`src/rtl/parity_gen_stream_if.sv`:
```
// Stream bundle for parity_gen_stream: input beat channel, output beat channel and status.
// slave is the block's view; master is the producer/consumer (test or system) view.
interface parity_gen_stream_if #(
  parameter int DATA_W = 8,
  parameter int CNT_W  = 8
);
  logic              in_valid;
  logic              in_ready;
  logic [DATA_W-1:0] in_data;
  logic              in_last;
  logic              in_par;
  logic              odd_sel;
  logic              chk_en;
  logic              err_clr;
  logic              out_valid;
  logic              out_ready;
  logic [DATA_W-1:0] out_data;
  logic              out_par;
  logic              out_last;
  logic              frame_par;
  logic              par_err;
  logic              frame_trunc;
  logic [CNT_W-1:0]  err_cnt;

  modport slave (
    input  in_valid, in_data, in_last, in_par, odd_sel, chk_en, err_clr, out_ready,
    output in_ready, out_valid, out_data, out_par, out_last, frame_par, par_err,
           frame_trunc, err_cnt
  );

  modport master (
    output in_valid, in_data, in_last, in_par, odd_sel, chk_en, err_clr, out_ready,
    input  in_ready, out_valid, out_data, out_par, out_last, frame_par, par_err,
           frame_trunc, err_cnt
  );
endinterface

```
`src/rtl/parity_gen_stream.sv`:
```
// Streaming parity generator/checker: per-beat parity, frame parity, check-mode error count.
// One registered output stage; 1-cycle latency, in_ready = !out_valid || out_ready.
module parity_gen_stream #(
  parameter int DATA_W    = 8,
  parameter int MAX_BEATS = 16,
  parameter int CNT_W     = 8
) (
  input  logic                  clk,
  input  logic                  rst_n,
  parity_gen_stream_if.slave    s
);
  localparam int CW = $clog2(MAX_BEATS + 1);
  localparam logic [CW-1:0]    MAX_CNT = CW'(MAX_BEATS);
  localparam logic [CNT_W-1:0] ERR_MAX = {CNT_W{1'b1}};

  typedef enum logic {IDLE, FRAME} state_t;

  state_t            state_q, state_d;
  logic [CW-1:0]     beat_cnt_q, beat_cnt_d;
  logic              acc_q, acc_d;
  logic              odd_f_q, odd_f_d;
  logic              out_valid_q, out_valid_d;
  logic [DATA_W-1:0] out_data_q, out_data_d;
  logic              out_par_q, out_par_d;
  logic              out_last_q, out_last_d;
  logic              frame_par_q, frame_par_d;
  logic              par_err_q, par_err_d;
  logic              frame_trunc_q, frame_trunc_d;
  logic [CNT_W-1:0]  err_cnt_q, err_cnt_d;

  logic          in_ready;
  logic          accept;
  logic          odd_eff;
  logic          dpar;
  logic [CW-1:0] cnt_next;
  logic          trunc;
  logic          last;
  logic          err_now;

  // Reset empties the output stage, so ready is reported high while rst_n is low.
  assign in_ready = !out_valid_q || s.out_ready || !rst_n;
  assign accept   = s.in_valid && in_ready && rst_n;

  always_comb begin
    state_d       = state_q;
    beat_cnt_d    = beat_cnt_q;
    acc_d         = acc_q;
    odd_f_d       = odd_f_q;
    out_valid_d   = out_valid_q;
    out_data_d    = out_data_q;
    out_par_d     = out_par_q;
    out_last_d    = out_last_q;
    frame_par_d   = frame_par_q;
    par_err_d     = par_err_q;
    frame_trunc_d = frame_trunc_q;
    err_cnt_d     = err_cnt_q;

    // odd_sel only takes effect on the first beat of a frame.
    odd_eff  = (state_q == IDLE) ? s.odd_sel : odd_f_q;
    dpar     = ^s.in_data;
    cnt_next = (state_q == IDLE) ? CW'(1) : beat_cnt_q + CW'(1);
    trunc    = (cnt_next == MAX_CNT) && !s.in_last;
    last     = s.in_last || trunc;
    err_now  = s.chk_en && ((dpar ^ s.in_par) != odd_eff);

    if (accept) begin
      odd_f_d       = odd_eff;
      out_valid_d   = 1'b1;
      out_data_d    = s.in_data;
      out_par_d     = dpar ^ odd_eff;
      out_last_d    = last;
      frame_par_d   = last ? (acc_q ^ dpar ^ odd_eff) : 1'b0;
      par_err_d     = err_now;
      frame_trunc_d = trunc;
      if (last) begin
        state_d    = IDLE;
        acc_d      = 1'b0;
        beat_cnt_d = '0;
      end else begin
        state_d    = FRAME;
        acc_d      = acc_q ^ dpar;
        beat_cnt_d = cnt_next;
      end
    end else if (s.out_ready) begin
      out_valid_d = 1'b0;
    end

    if (s.err_clr) begin
      err_cnt_d = (accept && err_now) ? CNT_W'(1) : '0;
    end else if (accept && err_now && (err_cnt_q != ERR_MAX)) begin
      err_cnt_d = err_cnt_q + CNT_W'(1);
    end
  end

  always_ff @(posedge clk) begin
    if (!rst_n) begin
      state_q       <= IDLE;
      beat_cnt_q    <= '0;
      acc_q         <= 1'b0;
      odd_f_q       <= 1'b0;
      out_valid_q   <= 1'b0;
      out_data_q    <= '0;
      out_par_q     <= 1'b0;
      out_last_q    <= 1'b0;
      frame_par_q   <= 1'b0;
      par_err_q     <= 1'b0;
      frame_trunc_q <= 1'b0;
      err_cnt_q     <= '0;
    end else begin
      state_q       <= state_d;
      beat_cnt_q    <= beat_cnt_d;
      acc_q         <= acc_d;
      odd_f_q       <= odd_f_d;
      out_valid_q   <= out_valid_d;
      out_data_q    <= out_data_d;
      out_par_q     <= out_par_d;
      out_last_q    <= out_last_d;
      frame_par_q   <= frame_par_d;
      par_err_q     <= par_err_d;
      frame_trunc_q <= frame_trunc_d;
      err_cnt_q     <= err_cnt_d;
    end
  end

  assign s.in_ready    = in_ready;
  assign s.out_valid   = out_valid_q;
  assign s.out_data    = out_data_q;
  assign s.out_par     = out_par_q;
  assign s.out_last    = out_last_q;
  assign s.frame_par   = frame_par_q;
  assign s.par_err     = par_err_q;
  assign s.frame_trunc = frame_trunc_q;
  assign s.err_cnt     = err_cnt_q;
endmodule

```
`src/flat_wrapper.sv`:
```
// flat-port wrapper written by rule: the top's interface ports become plain ports
module parity_gen_stream_flat 
#(
  parameter int DATA_W    = 8,
  parameter int MAX_BEATS = 16,
  parameter int CNT_W     = 8
)
  (clk, rst_n, s_in_valid, s_in_data, s_in_last, s_in_par, s_odd_sel, s_chk_en, s_err_clr, s_out_ready, s_in_ready, s_out_valid, s_out_data, s_out_par, s_out_last, s_frame_par, s_par_err, s_frame_trunc, s_err_cnt);
  parity_gen_stream_if #(.DATA_W(DATA_W), .CNT_W(CNT_W)) s_i ();
  input  logic clk;
  input  logic rst_n;
  input wire logic [$bits(s_i.in_valid)-1:0] s_in_valid;
  input wire logic [$bits(s_i.in_data)-1:0] s_in_data;
  input wire logic [$bits(s_i.in_last)-1:0] s_in_last;
  input wire logic [$bits(s_i.in_par)-1:0] s_in_par;
  input wire logic [$bits(s_i.odd_sel)-1:0] s_odd_sel;
  input wire logic [$bits(s_i.chk_en)-1:0] s_chk_en;
  input wire logic [$bits(s_i.err_clr)-1:0] s_err_clr;
  input wire logic [$bits(s_i.out_ready)-1:0] s_out_ready;
  output wire logic [$bits(s_i.in_ready)-1:0] s_in_ready;
  output wire logic [$bits(s_i.out_valid)-1:0] s_out_valid;
  output wire logic [$bits(s_i.out_data)-1:0] s_out_data;
  output wire logic [$bits(s_i.out_par)-1:0] s_out_par;
  output wire logic [$bits(s_i.out_last)-1:0] s_out_last;
  output wire logic [$bits(s_i.frame_par)-1:0] s_frame_par;
  output wire logic [$bits(s_i.par_err)-1:0] s_par_err;
  output wire logic [$bits(s_i.frame_trunc)-1:0] s_frame_trunc;
  output wire logic [$bits(s_i.err_cnt)-1:0] s_err_cnt;
  assign s_i.in_valid = s_in_valid;
  assign s_i.in_data = s_in_data;
  assign s_i.in_last = s_in_last;
  assign s_i.in_par = s_in_par;
  assign s_i.odd_sel = s_odd_sel;
  assign s_i.chk_en = s_chk_en;
  assign s_i.err_clr = s_err_clr;
  assign s_i.out_ready = s_out_ready;
  assign s_in_ready = s_i.in_ready;
  assign s_out_valid = s_i.out_valid;
  assign s_out_data = s_i.out_data;
  assign s_out_par = s_i.out_par;
  assign s_out_last = s_i.out_last;
  assign s_frame_par = s_i.frame_par;
  assign s_par_err = s_i.par_err;
  assign s_frame_trunc = s_i.frame_trunc;
  assign s_err_cnt = s_i.err_cnt;
  parity_gen_stream #(.DATA_W(DATA_W), .MAX_BEATS(MAX_BEATS), .CNT_W(CNT_W)) u_core (.clk(clk), .rst_n(rst_n), .s(s_i));
endmodule
```
`config.mk`:
```
export PLATFORM = sky130hd
export DESIGN_NAME = parity_gen_stream_flat
export DESIGN_NICKNAME = d
export VERILOG_FILES = /design/src/rtl/parity_gen_stream_if.sv /design/src/rtl/parity_gen_stream.sv /design/src/flat_wrapper.sv
export SDC_FILE = /design/constraint.sdc
export NUM_CORES = 1
export LEC_CHECK = 0
export CELL_PAD_IN_SITES_DETAIL_PLACEMENT = 1
export CELL_PAD_IN_SITES_GLOBAL_PLACEMENT = 2
export CORE_ASPECT_RATIO = 0.75
export CORE_UTILIZATION = 29
export CTS_CLUSTER_DIAMETER = 200
export DETAILED_ROUTE_END_ITERATION = 7
export PLACE_DENSITY_LB_ADDON = 0.1
export SYNTH_ARGS = -nofsm -noshare
export SYNTH_HDL_FRONTEND = slang
export SYNTH_SLANG_ARGS = --single-unit
```
`constraint.sdc`:
```
create_clock -name clk -period 4.5 [get_ports clk]
set_clock_uncertainty 0.2 [all_clocks]
set_input_delay 0.45 -clock clk [delete_from_list [all_inputs] [get_ports clk]]
set_output_delay 0.45 -clock clk [all_outputs]
set_load 0.1 [all_outputs]
```
Yosys cells after proc, flatten, opt, wreduce, memory -nomap -nowiden
Cells that the tools add are included.

Add/sub/neg operators: 2. Div/mod/pow operators: 0. Reductions and logical operators: 15. Multiplexer cells: 11. $mul: 0. Bitwise gates (word level): 4. $lt $le $gt $ge: 0. Equality and inequality tests: 3. Shift-type cells: 0.

Operator list (number): $mux W8 (2); $mux W5 (2); $add A8 B1 Y8 const B (1); $ne A8 B8 Y1 const B (1); $reduce_xor A8 Y1 (1); $mux W1 (7); $logic_and A1 B1 Y1 (6); $add A5 B1 Y5 const B (1); $eq A5 B5 Y1 const B (1); $reduce_bool A2 Y1 (2); $xor A1 B1 Y1 (4); $logic_not A1 Y1 (3); $logic_or A1 B1 Y1 (3); $ne A1 B1 Y1 (1).

Bits in read-only memories: 0. Logic and storage cells: 47. Output and inout port bits: 23. Input bits: 17. Bits in registers: 30. Memories: 0. Bits in writable memories: 0. Latch bits: 0.

Longest topological paths before layout
Gate-level depths: netlist of the first run.

Word-level depth: 9. Mapped depth: 7. Mapped depth without buffers: 6.

Worst setup path after synthesis of the first run
Ideal clock, no wire load.

Path type: register to register. From: reg u_core.err_cnt_q[0] (netlist: u_core.s.err_cnt[0]). To: reg u_core.err_cnt_q[1] (netlist: u_core.s.err_cnt[1]). Data required time: 4.185 ns. Buffers on the path: 1. Period minus slack after synthesis: 2.634 ns. Library setup time: 0.115 ns. Stages on the path, launching flop included: 8. Data arrival time: 2.319 ns. Path slack: 1.866 ns. Path through: dfxtp_1 > ha_1 > and2_1 > nand4_1 > nand3_1 > clkbuf_1 > nor3b_1 > o21a_1.

Word-level cells in the longest chain between the ends: 3. Elaborated cells between the ends (all ways): 6. Those cells by class: add/sub: 1; eq/ne: 1; mux: 2; reduce/logical: 2.

RTL lines: start, declared (RTL line parity_gen_stream.sv:29) `logic [CNT_W-1:0] err_cnt_q, err_cnt_d;`; start signal, assigned (RTL line parity_gen_stream.sv:121) `err_cnt_q <= err_cnt_d;`; $add A8 B1 Y8 / $ne A8 B8 Y1 (equally long branches) (RTL line parity_gen_stream.sv:91, parity_gen_stream.sv:90); $mux W8 / $logic_and A1 B1 Y1 (equally long branches) (RTL line parity_gen_stream.sv:90) `end else if (accept && err_now && (err_cnt_q != ERR_MAX)) begin`; $mux W8 / $reduce_bool A2 Y1 (equally long branches).

Parallel ways exist; a longest one is shown, timed or not. The select of a mux whose other input is x is not followed. A chain may end at the register's enable or synchronous reset.

Final worst setup path of the first run
From: in rst_n. To: out s_in_ready.

Word-level cells in the longest chain between the ends: 2.

RTL lines: start, declared (RTL line flat_wrapper.sv:11) `input logic rst_n;`; $logic_not A1 Y1 (RTL line parity_gen_stream.sv:41) `assign in_ready = !out_valid_q || s.out_ready || !rst_n;`; $logic_or A1 B1 Y1 (RTL line parity_gen_stream.sv:41); end, declared (RTL line flat_wrapper.sv:20) `output wire logic [$bits(s_i.in_ready)-1:0] s_in_ready;`.

No other way between the ends.

==> results.json, run 1 <==
{
  "status": "finished with violations",
  "violations": "DRC",
  "timing.fmax_mhz": 342,
  "globalplace.congestion": 0.750,
  "post_cts_buffers": 0,
  "rows": 22,
  "yosysSeqAreaShare_pct": 40.9,
  "ys_ff_latch": 30,
  "worstMarginPinSlew_ns": 0.989,
  "crit_path_frequent_cell": "clkdlybuf4s50_1",
  "ant_nets": 0,
  "start_util_pct": 30.1,
  "arrival_ns": 2.28,
  "post_cts_resized": 0,
  "syn_inst": 172,
  "hold_viol_final": 0,
  "worstSetupEndpointType": "output pin",
  "drtIter0Drc": 35,
  "final_common_cell": "clkdlybuf4s50_1",
  "hold_ws_ns": 0.256,
  "period_minus_slack_ns": 2.93,
  "core_um2": 4870,
  "cp_slowest_stage_delay_ns": 1.13,
  "ys_warn_count": 0,
  "worstPathCellList": "clkdlybuf4s50_1, buf_4, nand2_1, clkdlybuf4s50_1",
  "antenna_found_initial": 0,
  "cts_max_path_buffers": 2,
  "report.final.slew_viol_count": 0,
  "drv_cap": 0,
  "period_share_pct": 65.1,
  "synthFlopType": "dfxtp_1",
  "clk_pin_slew_ns": 0.06,
  "grt_pass1_vias": 1374,
  "viasPerCell": 5.21,
  "fin_cells": 270,
  "syn_nets": 191,
  "die_h_um": 63.6,
  "die_w_um": 84.1,
  "synth_edf_count": 0,
  "synth_cell_types": 39,
  "most-common-layout-cells": "39 x clkdlybuf4s50_1, 30 x nand2_1, 30 x dfxtp_1",
  "routed_wl_mm": 3.84,
  "powerDensity_nw_per_um2": 371,
  "drc": 8,
  "dp_cells": 264,
  "syn_avg_cell_area_um2": 8.53,
  "setup-violations-final": 0,
  "vdd_drop_max_v": 0.000135,
  "syn_area_um2": 1470,
  "tns_ns": 0,
  "leakage_nw": 0.727,
  "n_antenna_cell": 0,
  "grt_setup_unrepaired": "false",
  "pin_count": 40,
  "grt.total_usage_pct": 15.6,
  "first_pass_iters": 6,
  "wl_per_cell_um": 14.2,
  "vias": 1407,
  "cts_max_level": 2,
  "die_area_um2": 5350,
  "cp_max_fo": 17,
  "num-nets-final": 230,
  "overflow": 0,
  "areaGrowthSynthToFinish_pct": 35.6,
  "grt_max_degree": 28,
  "hold_class": "reg2reg",
  "critical_path_class": "in2out",
  "slowest_stage": "clkdlybuf4s50_1",
  "port_buffers": 39,
  "cp-start-kind": "primary input",
  "dpl.hpwl_mm": 2.81,
  "grt_pass1_wl_mm": 6.47,
  "clockRootBuffer": "clkbuf_8",
  "cts_num_sinks": 30,
  "hold_buffers": 0,
  "cp_data_required_time_ns": 3.85,
  "cts_buffers": 5,
  "cts_tree": "done",
  "clock_latency_ns": 0.28,
  "slew_headroom_pct": 33.9,
  "ys_async_sr_fraction_pct": 0,
  "drive_gt1_share_pct": 7.62
}
[sequential cells by signal, summed over array words and instances (netlist names)]
signal and count:
u_core.s.out_valid 1, u_core.s.out_last 1, u_core.s.out_par 1, u_core.acc_q 1
u_core.beat_cnt_q 5, u_core.odd_f_q 1, u_core.state_q 1, u_core.s.par_err 1
u_core.s.frame_trunc 1, u_core.s.out_data 8, u_core.s.err_cnt 8, u_core.s.frame_par 1
[synthesized netlist by cell type, drive strengths merged (2+ instances only)]
cell,count,area share [%]
a21oi,8,2.7
buf,3,1.2
clkbuf,6,1.5
dfxtp,30,41
ha,2,1.7
inv,3,0.77
mux2i,3,2.0
nand2,30,7.7
nand2b,3,1.3
nand3,22,7.5
nand4,4,1.7
nor2,7,1.8
o21a,2,1.0
o21ai,5,1.7
o311ai,3,1.8
o31ai,4,2.0
o41ai,3,1.8
or2,5,2.1
or4,2,1.0
xnor2,10,7.0
xnor3,2,3.2
[critical path, delay by kind of cell]
family / cells / cell delay, ns
AND/OR/NAND/NOR: 1 / 0.09
buffers and inverters: 3 / 1.73
[cell type report]
type | count | area (µm²)
repair buffers | 41 | 405
fillers | 555 | 2880
clock buffers | 6 | 82.6
well taps | 60 | 75.1
inverters | 4 | 15.0
multi-input cells | 129 | 812
flip-flops and latches | 30 | 601
[power breakdown]
| part | total (mW) | switching, mW | internal, mW |
|---|---|---|---|
| Clock | 0.215 | 0.0977 | 0.118 |
| Combinational | 0.232 | 0.157 | 0.0755 |
| Sequential | 0.291 | 0.0110 | 0.280 |
[routing by layer]
layer / vias up / global-route usage (%) / routed length, µm
met2: 38 / 24.4 / 1640
met1: 675 / 19.6 / 1910
met4: 0 / 6.90 / 54
met5: - / 0 / 0
met3: 7 / 4.98 / 224
li1: 687 / - / -
[through the flow]
| stage | util, % | total power [mW] | setup WS (ns) | cell area (µm²) |
|---|---|---|---|---|
| detailed placement | 39.2 | 0.531 | 1.48 | 1910 |
| floorplan | - | 0.473 | 1.87 | 1470 |
| finish | 40.9 | 0.739 | 1.57 | 1990 |
| CTS | 40.9 | 0.751 | 1.56 | 1990 |
| global route | 40.9 | 0.777 | 1.54 | 1990 |
| global placement | 39.2 | 0.527 | 1.58 | 1910 |
[logic make-up (layout without fill, tap and decap cells)]
logic type                 Yosys count  in the layout  share of synthesized area [%]
AOI/OAI and AO/OA                   29             29                           13.2
and+or+nand+nor                     82             82                           27.6
adders and majority gates            2              2                           1.70
DFF                                 30             30                           40.9
muxes                                3              3                           2.05
xor gates and xnor gates            13             13                           10.7
buffers and inverters               13             51                           3.75
[final timing paths]
path,start,endpoint,slack [ns],cells past startpoint
worst max-delay path,rst_n,s_in_ready,1.57,4
worst min-delay path,u_core.s.out_data[4]$_SDFFE_PN0P_,u_core.s.out_data[4]$_SDFFE_PN0P_,0.26,2
worst min register to register,u_core.s.out_data[4]$_SDFFE_PN0P_,u_core.s.out_data[4]$_SDFFE_PN0P_,0.26,2
worst max register to register,u_core.state_q$_SDFFE_PN0P_,u_core.s.err_cnt[5]$_SDFFE_PN0P_,2.00,5
(Power assumes the default switching activity.)
==> run 2, diff against run 1 <==
--- a/config.mk
+++ b/config.mk
@@ -8,7 +8,7 @@
 export CELL_PAD_IN_SITES_DETAIL_PLACEMENT = 1
 export CELL_PAD_IN_SITES_GLOBAL_PLACEMENT = 2
 export CORE_ASPECT_RATIO = 0.75
-export CORE_UTILIZATION = 29
+export CORE_UTILIZATION = 25
 export CTS_CLUSTER_DIAMETER = 200
 export DETAILED_ROUTE_END_ITERATION = 7
 export PLACE_DENSITY_LB_ADDON = 0.1
==> constraint.sdc (replaced) <==
create_clock -name clk -period 2.4 [get_ports clk]
set_clock_uncertainty 0.2 [all_clocks]
set_input_delay 0.24 -clock clk [delete_from_list [all_inputs] [get_ports clk]]
set_output_delay 0.24 -clock clk [all_outputs]
set_load 0.1 [all_outputs]
==> results.json, run 2 (synthesis gave the netlist of run 1 again) <==
{
  "antenna_found_initial": 0,
  "pin_count": 40,
  "start_util_pct": 26.7,
  "cts_max_path_buffers": 2,
  "cp_slowest_stage_delay_ns": 0.55,
  "drive_gt1_share_pct": 25.2,
  "die_area_um2": 6180,
  "clockRootBuffer": "clkbuf_8",
  "clock_latency_ns": 0.28,
  "hold_class": "reg2reg",
  "vdd_drop_max_v": 0.000359,
  "grt_pass1_vias": 1474,
  "arrival_ns": 2.32,
  "slowest_stage": "xnor3_2",
  "worstPathCellList": "clkdlybuf4s50_1, mux2i_1, buf_4, xnor2_1, xnor3_2, or4_1, a21oi_1",
  "post_cts_buffers": 0,
  "cts_max_level": 2,
  "die_w_um": 90.5,
  "hold_ws_ns": 0.256,
  "reg2reg_to": "u_core.s.err_cnt[2]$_SDFFE_PN0P_",
  "clk_pin_slew_ns": 0.06,
  "hold_viol_final": 0,
  "drc": 0,
  "critical_path_class": "in2reg",
  "cts_num_sinks": 30,
  "setup-violations-final": 0,
  "areaGrowthSynthToFinish_pct": 41.9,
  "n_antenna_cell": 0,
  "timing.fmax_mhz": 431,
  "vias": 1438,
  "grt_max_degree": 22,
  "report.final.slew_viol_count": 0,
  "period_share_pct": 96.7,
  "worstMarginPinSlew_ns": 0.573,
  "cts_tree": "done",
  "leakage_nw": 0.842,
  "overflow": 0,
  "port_buffers": 39,
  "ant_nets": 0,
  "grt.total_usage_pct": 14.2,
  "grt_setup_unrepaired": "false",
  "cp_max_fo": 12,
  "cp-start-kind": "primary input",
  "routed_wl_mm": 4.23,
  "final_common_cell": "buf_4",
  "status": "complete, no violations",
  "drtIter0Drc": 21,
  "num-nets-final": 241,
  "slew_headroom_pct": 61.3,
  "dpl.hpwl_mm": 3.20,
  "crit_buf_inv": 2,
  "rrSetupSlack_ns": 0.08,
  "drv_cap": 0,
  "cp_top_family": "XOR/XNOR gates",
  "period_minus_slack_ns": 2.32,
  "r2r_cells": 6,
  "first_pass_iters": 4,
  "wl_per_cell_um": 14.2,
  "cts_buffers": 5,
  "cp_data_required_time_ns": 2.40,
  "worst-path-stages": 7,
  "startpoint": "s_odd_sel",
  "die_h_um": 68.4,
  "globalplace.congestion": 0.736,
  "worstSetupEndpoint": "u_core.s.err_cnt[2]$_SDFFE_PN0P_",
  "core_um2": 5500,
  "powerDensity_nw_per_um2": 749,
  "viasPerCell": 4.84,
  "worstReg2RegStart": "u_core.state_q$_SDFFE_PN0P_",
  "rows": 23,
  "most-common-layout-cells": "35 x buf_4, 30 x nand2_1, 25 x dfxtp_1",
  "grt_pass1_wl_mm": 6.89,
  "power_mw": 1.56,
  "worstSetupEndpointType": "flip-flop"
}
==> run 2: cell types whose count changed in the layout (fill, tap and decap cells not counted) <==
cell             delta
dfxtp_2             +5
bufinv_16           +1
buf_4              +33
dfxtp_1             -5
buf_12              +1
clkdlybuf4s50_1    -23
==> run 2: area by class of cell <==
class | instances | area [µm²]
clock buffer | 6 | 82.6
clock inverter | 1 | 30.0
fill | 648 | 3410
inverter | 4 | 15.0
multi-input combinational | 129 | 812
sequential | 30 | 607
tap | 75 | 93.8
timing repair buffer | 52 | 443
==> run 2: report_power, final <==
group	switching, mW	total [mW]	internal, mW
logic	0.309	0.485	0.176
registers	0.0200	0.545	0.525
clock network	0.198	0.530	0.332
==> run 2: timing repair <==
item | CTS | global route
hold buffers | 0 | 0
resized for setup | 0 | 0
setup endpoints to repair | 1 | 0
==> run 2: how the worst min path moves through the flow <==
stage / from / endpoint / cells after the start
after CTS: u_core.s.out_data[5]$_SDFFE_PN0P_ / u_core.s.out_data[5]$_SDFFE_PN0P_ / 2
after global routing: u_core.s.out_data[5]$_SDFFE_PN0P_ / u_core.s.out_data[5]$_SDFFE_PN0P_ / 2
final: u_core.s.out_data[5]$_SDFFE_PN0P_ / u_core.s.out_data[5]$_SDFFE_PN0P_ / 2
after floorplan: s_in_data[0] / u_core.s.out_data[0]$_SDFFE_PN0P_ / 2
after detailed placement: u_core.s.out_data[5]$_SDFFE_PN0P_ / u_core.s.out_data[5]$_SDFFE_PN0P_ / 2
after global placement: u_core.s.frame_trunc$_SDFFE_PN0P_ / u_core.s.frame_trunc$_SDFFE_PN0P_ / 2
==> run 2: tightest hold or removal path, delay by kind of cell, from the launching register on <==
family | cells | cell delay [ns]
simple gates | 2 | 0.10
flops | 1 | 0.31
==> run 2: per-stage QoR <==
stage	TNS, ns	instance area [µm²]	setup slack, ns	instances	util, %
floorplan	0	1470	0.0587	172	-
global placement	-1.21	1970	-0.239	290	35.9
detailed placement	-1.54	1970	-0.283	290	35.9
CTS	0	2080	0.0495	297	37.9
global route	0	2080	0.00306	297	37.9
finish	0	2080	0.0793	297	37.9
==> run 2: metal layers <==
layer | up-vias | global-route usage (%) | part of all wire, %
met1 | 698 | 17.3 | 48
met2 | 25 | 25.7 | 48
met3 | 5 | 3.67 | 3.5
met4 | 0 | 3.02 | 0.57
li1 | 710 | - | -
met5 | - | 0 | 0
